<file path="src/rtl/dem_unscramble_if.sv">
// Bundle of the scrambled-word inputs and the recovered/status outputs of
// the DEM unscrambler. The master drives the dem words and the clear; the
// slave (dem_unscramble) returns the recovered word and the lock/error status.
interface dem_unscramble_if;
    logic [7:0] y;
    logic [7:0] ybar;
    logic [7:0] x_ref;
    logic       clr;
    logic [7:0] x_rec;
    logic [7:0] xbar_rec;
    logic [3:0] ones;
    logic       err_pulse;
    logic [7:0] err_cnt;
    logic       locked;

    modport master (
        output y, ybar, x_ref, clr,
        input  x_rec, xbar_rec, ones, err_pulse, err_cnt, locked
    );

    modport slave (
        input  y, ybar, x_ref, clr,
        output x_rec, xbar_rec, ones, err_pulse, err_cnt, locked
    );
endinterface

</file>
<file path="src/rtl/dem_unscramble.sv">
// DEM unscrambler: undoes the per-cycle group permutation applied by the dem
// block, tracking the dem rotation index with a local counter. A two-stage
// delay of the dem input word is compared with the recovered word to detect
// loss of alignment, reported as a strobe, a saturating count and a lock flag.
module dem_unscramble (
    input  logic            dem_clk,
    input  logic            reset_n,
    dem_unscramble_if.slave bus
);

    typedef enum logic [0:0] {
        ST_PRIME = 1'b0,
        ST_TRACK = 1'b1
    } state_t;

    state_t     state_r;
    state_t     state_nxt_s;
    logic       track_s;
    logic [4:0] n_d_r;
    logic [7:0] x_rec_r;
    logic [7:0] xbar_rec_r;
    logic [3:0] ones_r;
    logic [7:0] x_dly1_r;
    logic [7:0] x_dly2_r;
    logic       chk_valid_r;
    logic       mismatch_s;
    logic [7:0] err_cnt_r;
    logic [7:0] err_cnt_nxt_s;
    logic       err_pulse_r;
    logic       err_pulse_nxt_s;
    logic       locked_r;
    logic       locked_nxt_s;
    logic [7:0] inverse_s;
    logic [3:0] ones_s;

    // Permutation entry for rotation index idx, packed as {p0, p1, p2, p3}.
    function automatic logic [7:0] perm_entry(input logic [4:0] idx);
        logic [7:0] e;
        case (idx)
            5'd0:    e = {2'd0, 2'd1, 2'd2, 2'd3};
            5'd1:    e = {2'd0, 2'd1, 2'd3, 2'd2};
            5'd2:    e = {2'd0, 2'd2, 2'd1, 2'd3};
            5'd3:    e = {2'd0, 2'd2, 2'd3, 2'd1};
            5'd4:    e = {2'd0, 2'd3, 2'd1, 2'd2};
            5'd5:    e = {2'd0, 2'd3, 2'd2, 2'd1};
            5'd6:    e = {2'd1, 2'd0, 2'd2, 2'd3};
            5'd7:    e = {2'd1, 2'd0, 2'd3, 2'd2};
            5'd8:    e = {2'd1, 2'd2, 2'd3, 2'd0};
            5'd9:    e = {2'd1, 2'd2, 2'd0, 2'd3};
            5'd10:   e = {2'd1, 2'd3, 2'd2, 2'd0};
            5'd11:   e = {2'd1, 2'd3, 2'd0, 2'd2};
            5'd12:   e = {2'd2, 2'd3, 2'd0, 2'd1};
            5'd13:   e = {2'd2, 2'd3, 2'd1, 2'd0};
            5'd14:   e = {2'd2, 2'd1, 2'd3, 2'd0};
            5'd15:   e = {2'd2, 2'd1, 2'd0, 2'd3};
            5'd16:   e = {2'd2, 2'd0, 2'd1, 2'd3};
            5'd17:   e = {2'd2, 2'd0, 2'd3, 2'd1};
            5'd18:   e = {2'd3, 2'd0, 2'd2, 2'd1};
            5'd19:   e = {2'd3, 2'd0, 2'd1, 2'd2};
            5'd20:   e = {2'd3, 2'd1, 2'd0, 2'd2};
            5'd21:   e = {2'd3, 2'd1, 2'd2, 2'd0};
            5'd22:   e = {2'd3, 2'd2, 2'd0, 2'd1};
            5'd23:   e = {2'd3, 2'd2, 2'd1, 2'd0};
            5'd24:   e = {2'd3, 2'd2, 2'd1, 2'd0};
            5'd25:   e = {2'd2, 2'd1, 2'd3, 2'd0};
            5'd26:   e = {2'd0, 2'd2, 2'd3, 2'd1};
            5'd27:   e = {2'd1, 2'd0, 2'd2, 2'd3};
            5'd28:   e = {2'd1, 2'd3, 2'd2, 2'd0};
            5'd29:   e = {2'd0, 2'd1, 2'd2, 2'd3};
            5'd30:   e = {2'd3, 2'd0, 2'd1, 2'd2};
            5'd31:   e = {2'd2, 2'd3, 2'd1, 2'd0};
            default: e = {2'd0, 2'd1, 2'd2, 2'd3};
        endcase
        return e;
    endfunction

    // Group i of y lands at unit-element pair (7-2p, 6-2p); 7-2p == {~p,1}.
    function automatic logic [7:0] unscramble(input logic [7:0] y_w, input logic [4:0] idx);
        logic [7:0] e;
        logic [1:0] p;
        logic [7:0] r;
        e = perm_entry(idx);
        r = 8'h00;
        for (int i = 0; i < 4; i++) begin
            p = e[7-2*i -: 2];
            r[{~p, 1'b1}] = y_w[2*i];
            r[{~p, 1'b0}] = y_w[2*i+1];
        end
        return r;
    endfunction

    // Number of active unit elements in a word.
    function automatic logic [3:0] popcount(input logic [7:0] v);
        logic [3:0] c;
        c = 4'd0;
        for (int i = 0; i < 8; i++) begin
            c = c + {3'b000, v[i]};
        end
        return c;
    endfunction

    assign inverse_s  = unscramble(bus.y, n_d_r);
    assign ones_s     = popcount(inverse_s);
    assign mismatch_s = chk_valid_r & (x_rec_r != x_dly2_r);

    // FSM state register.
    always_ff @(posedge dem_clk or negedge reset_n) begin
        if (!reset_n) begin
            state_r <= ST_PRIME;
        end else begin
            state_r <= state_nxt_s;
        end
    end

    // FSM next state: a single priming edge, then tracking until reset.
    always_comb begin
        state_nxt_s = ST_PRIME;
        case (state_r)
            ST_PRIME: state_nxt_s = ST_TRACK;
            ST_TRACK: state_nxt_s = ST_TRACK;
            default:  state_nxt_s = ST_PRIME;
        endcase
    end

    // FSM output decode.
    always_comb begin
        track_s = 1'b0;
        case (state_r)
            ST_PRIME: track_s = 1'b0;
            ST_TRACK: track_s = 1'b1;
            default:  track_s = 1'b0;
        endcase
    end

    // Rotation index follows the dem block, advancing on each tracking edge.
    always_ff @(posedge dem_clk or negedge reset_n) begin
        if (!reset_n) begin
            n_d_r <= 5'd0;
        end else if (track_s) begin
            n_d_r <= n_d_r + 5'd1;
        end
    end

    // Recovered word, complementary rail copy and popcount, loaded while tracking.
    always_ff @(posedge dem_clk or negedge reset_n) begin
        if (!reset_n) begin
            x_rec_r    <= 8'h00;
            xbar_rec_r <= 8'hFF;
            ones_r     <= 4'd0;
        end else if (track_s) begin
            x_rec_r    <= inverse_s;
            xbar_rec_r <= bus.ybar;
            ones_r     <= ones_s;
        end
    end

    // Reference delay line, so x_dly2_r holds the word now present on x_rec.
    always_ff @(posedge dem_clk or negedge reset_n) begin
        if (!reset_n) begin
            x_dly1_r <= 8'h00;
            x_dly2_r <= 8'h00;
        end else begin
            x_dly1_r <= bus.x_ref;
            x_dly2_r <= x_dly1_r;
        end
    end

    // Comparison is meaningful only once x_rec holds a tracked word.
    always_ff @(posedge dem_clk or negedge reset_n) begin
        if (!reset_n) begin
            chk_valid_r <= 1'b0;
        end else begin
            chk_valid_r <= track_s;
        end
    end

    // Next error state: clear dominates, otherwise count mismatches with saturation.
    always_comb begin
        err_cnt_nxt_s   = err_cnt_r;
        err_pulse_nxt_s = 1'b0;
        if (bus.clr) begin
            err_cnt_nxt_s   = 8'd0;
            err_pulse_nxt_s = 1'b0;
        end else if (mismatch_s) begin
            err_pulse_nxt_s = 1'b1;
            if (err_cnt_r != 8'hFF) begin
                err_cnt_nxt_s = err_cnt_r + 8'd1;
            end else begin
                err_cnt_nxt_s = err_cnt_r;
            end
        end else begin
            err_cnt_nxt_s   = err_cnt_r;
            err_pulse_nxt_s = 1'b0;
        end
    end

    assign locked_nxt_s = (state_nxt_s == ST_TRACK) && (err_cnt_nxt_s == 8'd0);

    // Error strobe, error count and lock flag registers.
    always_ff @(posedge dem_clk or negedge reset_n) begin
        if (!reset_n) begin
            err_cnt_r   <= 8'd0;
            err_pulse_r <= 1'b0;
            locked_r    <= 1'b0;
        end else begin
            err_cnt_r   <= err_cnt_nxt_s;
            err_pulse_r <= err_pulse_nxt_s;
            locked_r    <= locked_nxt_s;
        end
    end

    assign bus.x_rec     = x_rec_r;
    assign bus.xbar_rec  = xbar_rec_r;
    assign bus.ones      = ones_r;
    assign bus.err_pulse = err_pulse_r;
    assign bus.err_cnt   = err_cnt_r;
    assign bus.locked    = locked_r;

endmodule

</file>
<file path="src/flat_wrapper.sv">
// flat-port wrapper written by rule: the top's interface ports become plain ports
module dem_unscramble_flat 
  (dem_clk, reset_n, bus_y, bus_ybar, bus_x_ref, bus_clr, bus_x_rec, bus_xbar_rec, bus_ones, bus_err_pulse, bus_err_cnt, bus_locked);
  dem_unscramble_if bus_i ();
  input  logic dem_clk;
  input  logic reset_n;
  input wire logic [$bits(bus_i.y)-1:0] bus_y;
  input wire logic [$bits(bus_i.ybar)-1:0] bus_ybar;
  input wire logic [$bits(bus_i.x_ref)-1:0] bus_x_ref;
  input wire logic [$bits(bus_i.clr)-1:0] bus_clr;
  output wire logic [$bits(bus_i.x_rec)-1:0] bus_x_rec;
  output wire logic [$bits(bus_i.xbar_rec)-1:0] bus_xbar_rec;
  output wire logic [$bits(bus_i.ones)-1:0] bus_ones;
  output wire logic [$bits(bus_i.err_pulse)-1:0] bus_err_pulse;
  output wire logic [$bits(bus_i.err_cnt)-1:0] bus_err_cnt;
  output wire logic [$bits(bus_i.locked)-1:0] bus_locked;
  assign bus_i.y = bus_y;
  assign bus_i.ybar = bus_ybar;
  assign bus_i.x_ref = bus_x_ref;
  assign bus_i.clr = bus_clr;
  assign bus_x_rec = bus_i.x_rec;
  assign bus_xbar_rec = bus_i.xbar_rec;
  assign bus_ones = bus_i.ones;
  assign bus_err_pulse = bus_i.err_pulse;
  assign bus_err_cnt = bus_i.err_cnt;
  assign bus_locked = bus_i.locked;
  dem_unscramble u_core (.dem_clk(dem_clk), .reset_n(reset_n), .bus(bus_i));
endmodule
</file>
<file path="config.mk">
export PLATFORM = sky130hd
export DESIGN_NAME = dem_unscramble_flat
export DESIGN_NICKNAME = d
export VERILOG_FILES = /design/src/rtl/dem_unscramble_if.sv /design/src/rtl/dem_unscramble.sv /design/src/flat_wrapper.sv
export SDC_FILE = /design/constraint.sdc
export NUM_CORES = 1
export LEC_CHECK = 0
export BUFFER_PORTS_ARGS = -buffer_cell sky130_fd_sc_hd__buf_2
export CAP_MARGIN = 20
export CORE_MARGIN = 5
export CORE_UTILIZATION = 55
export CTS_CLUSTER_DIAMETER = 150
export DETAILED_ROUTE_END_ITERATION = 16
export PLACE_DENSITY = 0.77
export SYNTH_ARGS = -nofsm -noshare
export SYNTH_HDL_FRONTEND = slang
export SYNTH_SLANG_ARGS = --single-unit
</file>
<file path="constraint.sdc">
create_clock -name dem_clk -period 8.2 [get_ports dem_clk]
set_clock_uncertainty 0.05 [all_clocks]
set_input_delay 1.64 -clock dem_clk [delete_from_list [all_inputs] [get_ports dem_clk]]
set_output_delay 1.64 -clock dem_clk [all_outputs]
set_load 0.05 [all_outputs]
</file>
==> flow_metrics.tcl, run 1 <==
set metrics [dict create \
    status "completed" \
    path_max_fanout 10 \
    crit_arrival_ps 5390 \
    tightest_slew_ps 824 \
    syn_area_mm2 0.00348 \
    grt_usage_pct 19.3 \
    synth_ff_type "dfrtp_1" \
    area.sequential_mm2 0.00134 \
    r2r_end "u_core.bus.ones[2]$_DFFE_PN0P_" \
    ctsHtreeMaxLevel 2 \
    row_count 29 \
    numCtsBuffers 5 \
    slew_violations 0 \
    drive_gt1_share_pct 25.9 \
    yosysTopAreaCell "dfrtp_1" \
    end_kind "register" \
    postCtsHoldBufs 0 \
    fin_nets 450 \
    dieWidth_um 89.6 \
    clock_sinks 53 \
    critical_path.startpoint "u_core.n_d_r[1]$_DFFE_PN0P_" \
    synthCells 354 \
    rsz0062_at_grt "false" \
    yosysSeqAreaShare_pct 38.4 \
    dp_hpwl_um 5810 \
    synth.distinct_cells 63 \
    hold_class "register to register" \
    die_height_um 89.6 \
    final_core_util_pct 62.3 \
    setup_viol 0 \
    vias_per_cell 5.88 \
    overflow 0 \
    grt_antenna_before_repair 0 \
    grt_max_degree 54 \
    start_util_pct 55.8 \
    post-route-drc-count 0 \
    synth.net_count 399 \
    yosysWarnings 0 \
    path_class "register to register" \
    wl_per_cell_um 15.8 \
    place_ws_ps 2970 \
    initialDrtViolationCount 206 \
    cts_tree "yes" \
    drt_wl_total_um 7610 \
    fin_crit_sh_pct 64.0 \
    final_common_cell "buf_2" \
    multi_input_area_mm2 0.00199 \
    grt_pass1_vias 2606 \
    async_reset_ff_share_pct 100 \
    netlist.area_leader.share_pct 32.3 \
    cts_resized 0 \
    area_delta_synth_final_pct 11.6 \
    finalSetupTns_ps 0 \
    hold_depth 0 \
    critPathCapture "u_core.bus.ones[2]$_DFFE_PN0P_" \
    diodes 0 \
    cp.required_ps 8340 \
    clk_pin_slew_ps 90 \
    fp.dieArea_mm2 0.00802 \
    synth_area_leaders "dfrtp_1 32%, dfstp_2 6.0%, ha_1 5.0%" \
    reg2reg_depth 18 \
    maxSlewHeadroom_pct 45.0 \
    io_buffers 56 \
    clkLatencyLatePin_ps 300 \
    startpoint_type "register" \
    place_congestion 0.924 \
    finalWorstSetupSlack_ps 2950 \
    avgSynthCellArea_um2 9.84 \
    layout_min_cycle_time_ps 5250 \
    synth-edff-count 0 \
    dr.pass1.iters 4 \
    ant_nets 0 \
    mostFrequentLayoutCells "56 x buf_2, 45 x dfrtp_1, 24 x nor2_1" \
    coreArea_mm2 0.00624 \
    r2r_slack_ps 2950 \
    timing.fmax_mhz 191 \
    vias 2838 \
    cap_violations 0 \
    hold_violations 0 \
    grt_pass1_wl_um 12100 \
    num_io_pins 57 \
    fillers 520 \
    clockBufferDepth 2 \
    cts_setup_buffers 0 \
    synth_seq_cells 53 \
    root_buffer "clkbuf_8" \
    r2r-start "u_core.n_d_r[1]$_DFFE_PN0P_" \
]
==> per-stage QoR <==
| step | instances | instance area [um^2] | hold WS (ps) |
|---|---|---|---|
| floorplan | 354 | 3480 | 281 |
| global placement | 475 | 3800 | 285 |
| detailed placement | 475 | 3800 | 285 |
| CTS | 483 | 3890 | 307 |
| global route | 483 | 3890 | 316 |
| finish | 483 | 3890 | 303 |
==> sequential cells by signal (all words and copies together), names as in the netlist <==
name / cells
u_core.bus.xbar_rec: 8
u_core.bus.err_cnt: 8
u_core.x_dly2_r: 8
u_core.bus.x_rec: 8
u_core.bus.err_pulse: 1
u_core.x_dly1_r: 8
u_core.n_d_r: 5
u_core.chk_valid_r: 1
u_core.bus.locked: 1
u_core.state_r: 1
u_core.bus.ones: 4
==> area by class of cell <==
type / count / share of cell area, %
inverter: 23 / 2.22
sequential: 53 / 34.4
clock inverter: 3 / 0.451
multi-input combinational: 264 / 51.1
timing repair buffer: 58 / 7.60
tap: 77 / 2.48
clock buffer: 5 / 1.77
==> synthesized netlist by cell type, types with 8 or more instances <==
| cell | number |
|---|---|
| xor2_1 | 12 |
| nand3_1 | 18 |
| a21oi_1 | 14 |
| dfstp_2 | 8 |
| xnor2_1 | 9 |
| nor3_1 | 13 |
| nand2_1 | 22 |
| inv_1 | 19 |
| mux2i_1 | 17 |
| nor2_1 | 24 |
| ha_1 | 14 |
| a211oi_1 | 12 |
| dfrtp_1 | 45 |
| mux2_2 | 13 |
==> worst min-delay path by stage <==
stage | from | end
after CTS | u_core.x_dly1_r[5]$_DFF_PN0_ | u_core.x_dly2_r[5]$_DFF_PN0_
after global placement | u_core.x_dly1_r[5]$_DFF_PN0_ | u_core.x_dly2_r[5]$_DFF_PN0_
after global routing | u_core.x_dly1_r[5]$_DFF_PN0_ | u_core.x_dly2_r[5]$_DFF_PN0_
final | u_core.x_dly1_r[5]$_DFF_PN0_ | u_core.x_dly2_r[5]$_DFF_PN0_
after detailed placement | u_core.x_dly1_r[5]$_DFF_PN0_ | u_core.x_dly2_r[5]$_DFF_PN0_
after floorplan | u_core.x_dly1_r[0]$_DFF_PN0_ | u_core.x_dly2_r[0]$_DFF_PN0_
==> per-layer routing <==
layer  up-vias  GRT usage [%]  routed length, um
met1      1357           27.6               3400
met3        13           3.92                488
li1       1370              -                  -
met4         0           5.01                122
met5         -              0                  0
met2        98           30.2               3600
==> worst max-delay path, cell delays in order, from the launching register on <==
cell	delay [ps]
dfrtp_1	530
inv_1	210
ha_1	440
inv_1	80
o2111a_1	280
nor4_2	590
nand2_1	200
or3_1	350
o211ai_1	120
ha_1	170
inv_1	50
fa_1	500
inv_1	50
fa_1	490
fa_1	200
inv_1	60
fa_1	380
xnor2_1	130
mux2_2	270
==> cells by family after synthesis <==
kind of cell | after synthesis | share of synthesized area [%]
adders and majority gates | 18 | 7.33
AOI/OAI and AO/OA | 70 | 15.5
buffers and inverters | 37 | 4.60
DFF | 53 | 38.4
and+or+nand+nor | 121 | 18.0
other | 1 | 0.108
xor gates and xnor gates | 21 | 5.28
muxes | 33 | 10.8
Power of run 1 is not shown: default switching activity piles up to over one toggle a cycle in this logic, so the estimate is an artifact.
==> inputs of run 2 (changes only) <==
--- a/config.mk
+++ b/config.mk
@@ -8,10 +8,10 @@
 export BUFFER_PORTS_ARGS = -buffer_cell sky130_fd_sc_hd__buf_2
 export CAP_MARGIN = 20
 export CORE_MARGIN = 5
-export CORE_UTILIZATION = 55
+export CORE_UTILIZATION = 51
 export CTS_CLUSTER_DIAMETER = 150
 export DETAILED_ROUTE_END_ITERATION = 16
-export PLACE_DENSITY = 0.77
+export PLACE_DENSITY = 0.75
 export SYNTH_ARGS = -nofsm -noshare
 export SYNTH_HDL_FRONTEND = slang
 export SYNTH_SLANG_ARGS = --single-unit
==> constraint.sdc (replaced) <==
create_clock -name dem_clk -period 4.44 [get_ports dem_clk]
set_clock_uncertainty 0.05 [all_clocks]
set_input_delay 0.888 -clock dem_clk [delete_from_list [all_inputs] [get_ports dem_clk]]
set_output_delay 0.888 -clock dem_clk [all_outputs]
set_load 0.05 [all_outputs]
==> run 2 against run 1 <==
Die area increased by 7.0%. Non-clock buffer count rose by 25. Cell count is 5.8% higher. Via count up 2.8%. Utilization increased by 0.34 points. Largest cell class unchanged.
==> flow_metrics.tcl, run 2 (synthesis gave the netlist of run 1 again) <==
set metrics [dict create \
    layout_min_cycle_time_ps 4380 \
    clkLatencyLatePin_ps 290 \
    num_io_pins 57 \
    slew_violations 0 \
    numCtsBuffers 5 \
    vias 2917 \
    area_delta_synth_final_pct 20.8 \
    ctsHtreeMaxLevel 2 \
    timing.fmax_mhz 228 \
    cap_violations 0 \
    path_class "register to register" \
    hold_violations 0 \
    clockBufferDepth 2 \
    ant_nets 0 \
    drive_gt1_share_pct 35.0 \
    clock_sinks 53 \
    root_buffer "clkbuf_8" \
    grt_pass1_wl_um 13400 \
    status "completed" \
    vias_per_cell 5.71 \
    grt_usage_pct 19.1 \
    diodes 0 \
    drt_wl_total_um 7880 \
    dr.pass1.iters 4 \
    row_count 30 \
    mostFrequentLayoutCells "56 x buf_2, 43 x dfrtp_1, 24 x nor2_1, 24 x buf_4, 22 x nand2_1" \
    rsz0062_at_grt "true" \
    tightest_slew_ps 793 \
    fin_nets 475 \
    crit_arrival_ps 4520 \
    initialDrtViolationCount 99 \
    final_common_cell "buf_2" \
    maxSlewHeadroom_pct 47.1 \
    clk_pin_slew_ps 100 \
    multi_input_area_mm2 0.00207 \
    fillers 552 \
    place_ws_ps -52.0 \
    area.sequential_mm2 0.00134 \
    io_buffers 56 \
    cp.required_ps 4570 \
    grt_pass1_vias 2812 \
    fin_crit_sh_pct 98.7 \
    hold_class "register to register" \
    critical_path.startpoint "u_core.n_d_r[1]$_DFFE_PN0P_" \
    die_height_um 92.6 \
    grt_max_degree 37 \
    place_congestion 0.912 \
    startpoint_type "register" \
    coreArea_mm2 0.00672 \
    cts_tree "yes" \
    r2r-start "u_core.n_d_r[1]$_DFFE_PN0P_" \
    dp_hpwl_um 6150 \
    end_kind "register" \
    wl_per_cell_um 15.4 \
    post-route-drc-count 0 \
    overflow 0 \
    path_max_fanout 11 \
    holdCritStartpoint "u_core.x_dly1_r[6]$_DFF_PN0_" \
    setup_viol 0 \
    grt_antenna_before_repair 0 \
    fp.dieArea_mm2 0.00858 \
    dieWidth_um 92.6 \
    finalWorstSetupSlack_ps 56.8 \
    start_util_pct 51.8 \
]
[run 2: worst paths after layout]
check                                                     end  slack [ps]  cells after the start
setup / recovery               u_core.bus.ones[2]$_DFFE_PN0P_          60                     16
hold / removal                   u_core.x_dly2_r[6]$_DFF_PN0_         300                      0
setup reg to reg               u_core.bus.ones[2]$_DFFE_PN0P_          60                     16
hold reg to reg                  u_core.x_dly2_r[6]$_DFF_PN0_         300                      0
max in group asynchronous  u_core.bus.xbar_rec[1]$_DFFE_PN1P_        2930                      2
min in group asynchronous     u_core.bus.x_rec[2]$_DFFE_PN0P_         610                      1
[run 2: per-layer routing]
| metal | up-vias | share of wire (%) | global-route usage (%) | wire [um] |
|---|---|---|---|---|
| met4 | 0 | 1.3 | 4.64 | 99 |
| met3 | 8 | 3.9 | 3.66 | 308 |
| met1 | 1412 | 45 | 24.6 | 3540 |
| li1 | 1434 | - | - | - |
| met5 | - | 0 | 0 | 0 |
| met2 | 63 | 50 | 33.2 | 3940 |
[run 2: critical path, stage by stage (launching register included)]
cell and delay [ps]:
dfrtp_2 430, inv_4 70, ha_4 310, inv_2 50, o2111a_1 270, or4_4 570, nand2_1 150, o21ai_1 70
o22a_1 210, fa_1 530, inv_1 50, fa_1 500, fa_2 210, inv_2 40, fa_1 370, xnor2_1 130
mux2_2 250
[run 2: final cells by class]
| cell class | instances | area share, % |
|---|---|---|
| clock inverters | 3 | 1.04 |
| flip-flops and latches | 53 | 31.8 |
| inverters | 23 | 2.11 |
| repair buffers | 83 | 11.7 |
| well taps | 80 | 2.38 |
| clock buffers | 5 | 1.64 |
| multi-input cells | 264 | 49.3 |
[run 2: metrics by stage]
| stage | TNS (ps) | cell area, um^2 | cells | hold slack [ps] | util (%) |
|---|---|---|---|---|---|
| after CTS | 0 | 4140 | 508 | 308 | 61.6 |
| after floorplan | 0 | 3510 | 354 | 281 | - |
| after global routing | -132 | 4210 | 511 | 315 | 62.6 |
| after global placement | 0 | 3980 | 498 | 285 | 59.2 |
| final | 0 | 4210 | 511 | 304 | 62.6 |
| after detailed placement | -98.5 | 3980 | 498 | 285 | 59.2 |
[run 2: what timing repair did]
item,CTS,global route
hold buffers,0,0
resized for setup,9,15
setup buffers,2,3
setup endpoints to repair,2,2
pin swaps,2,4
Power of run 2 is left out for the same reason.
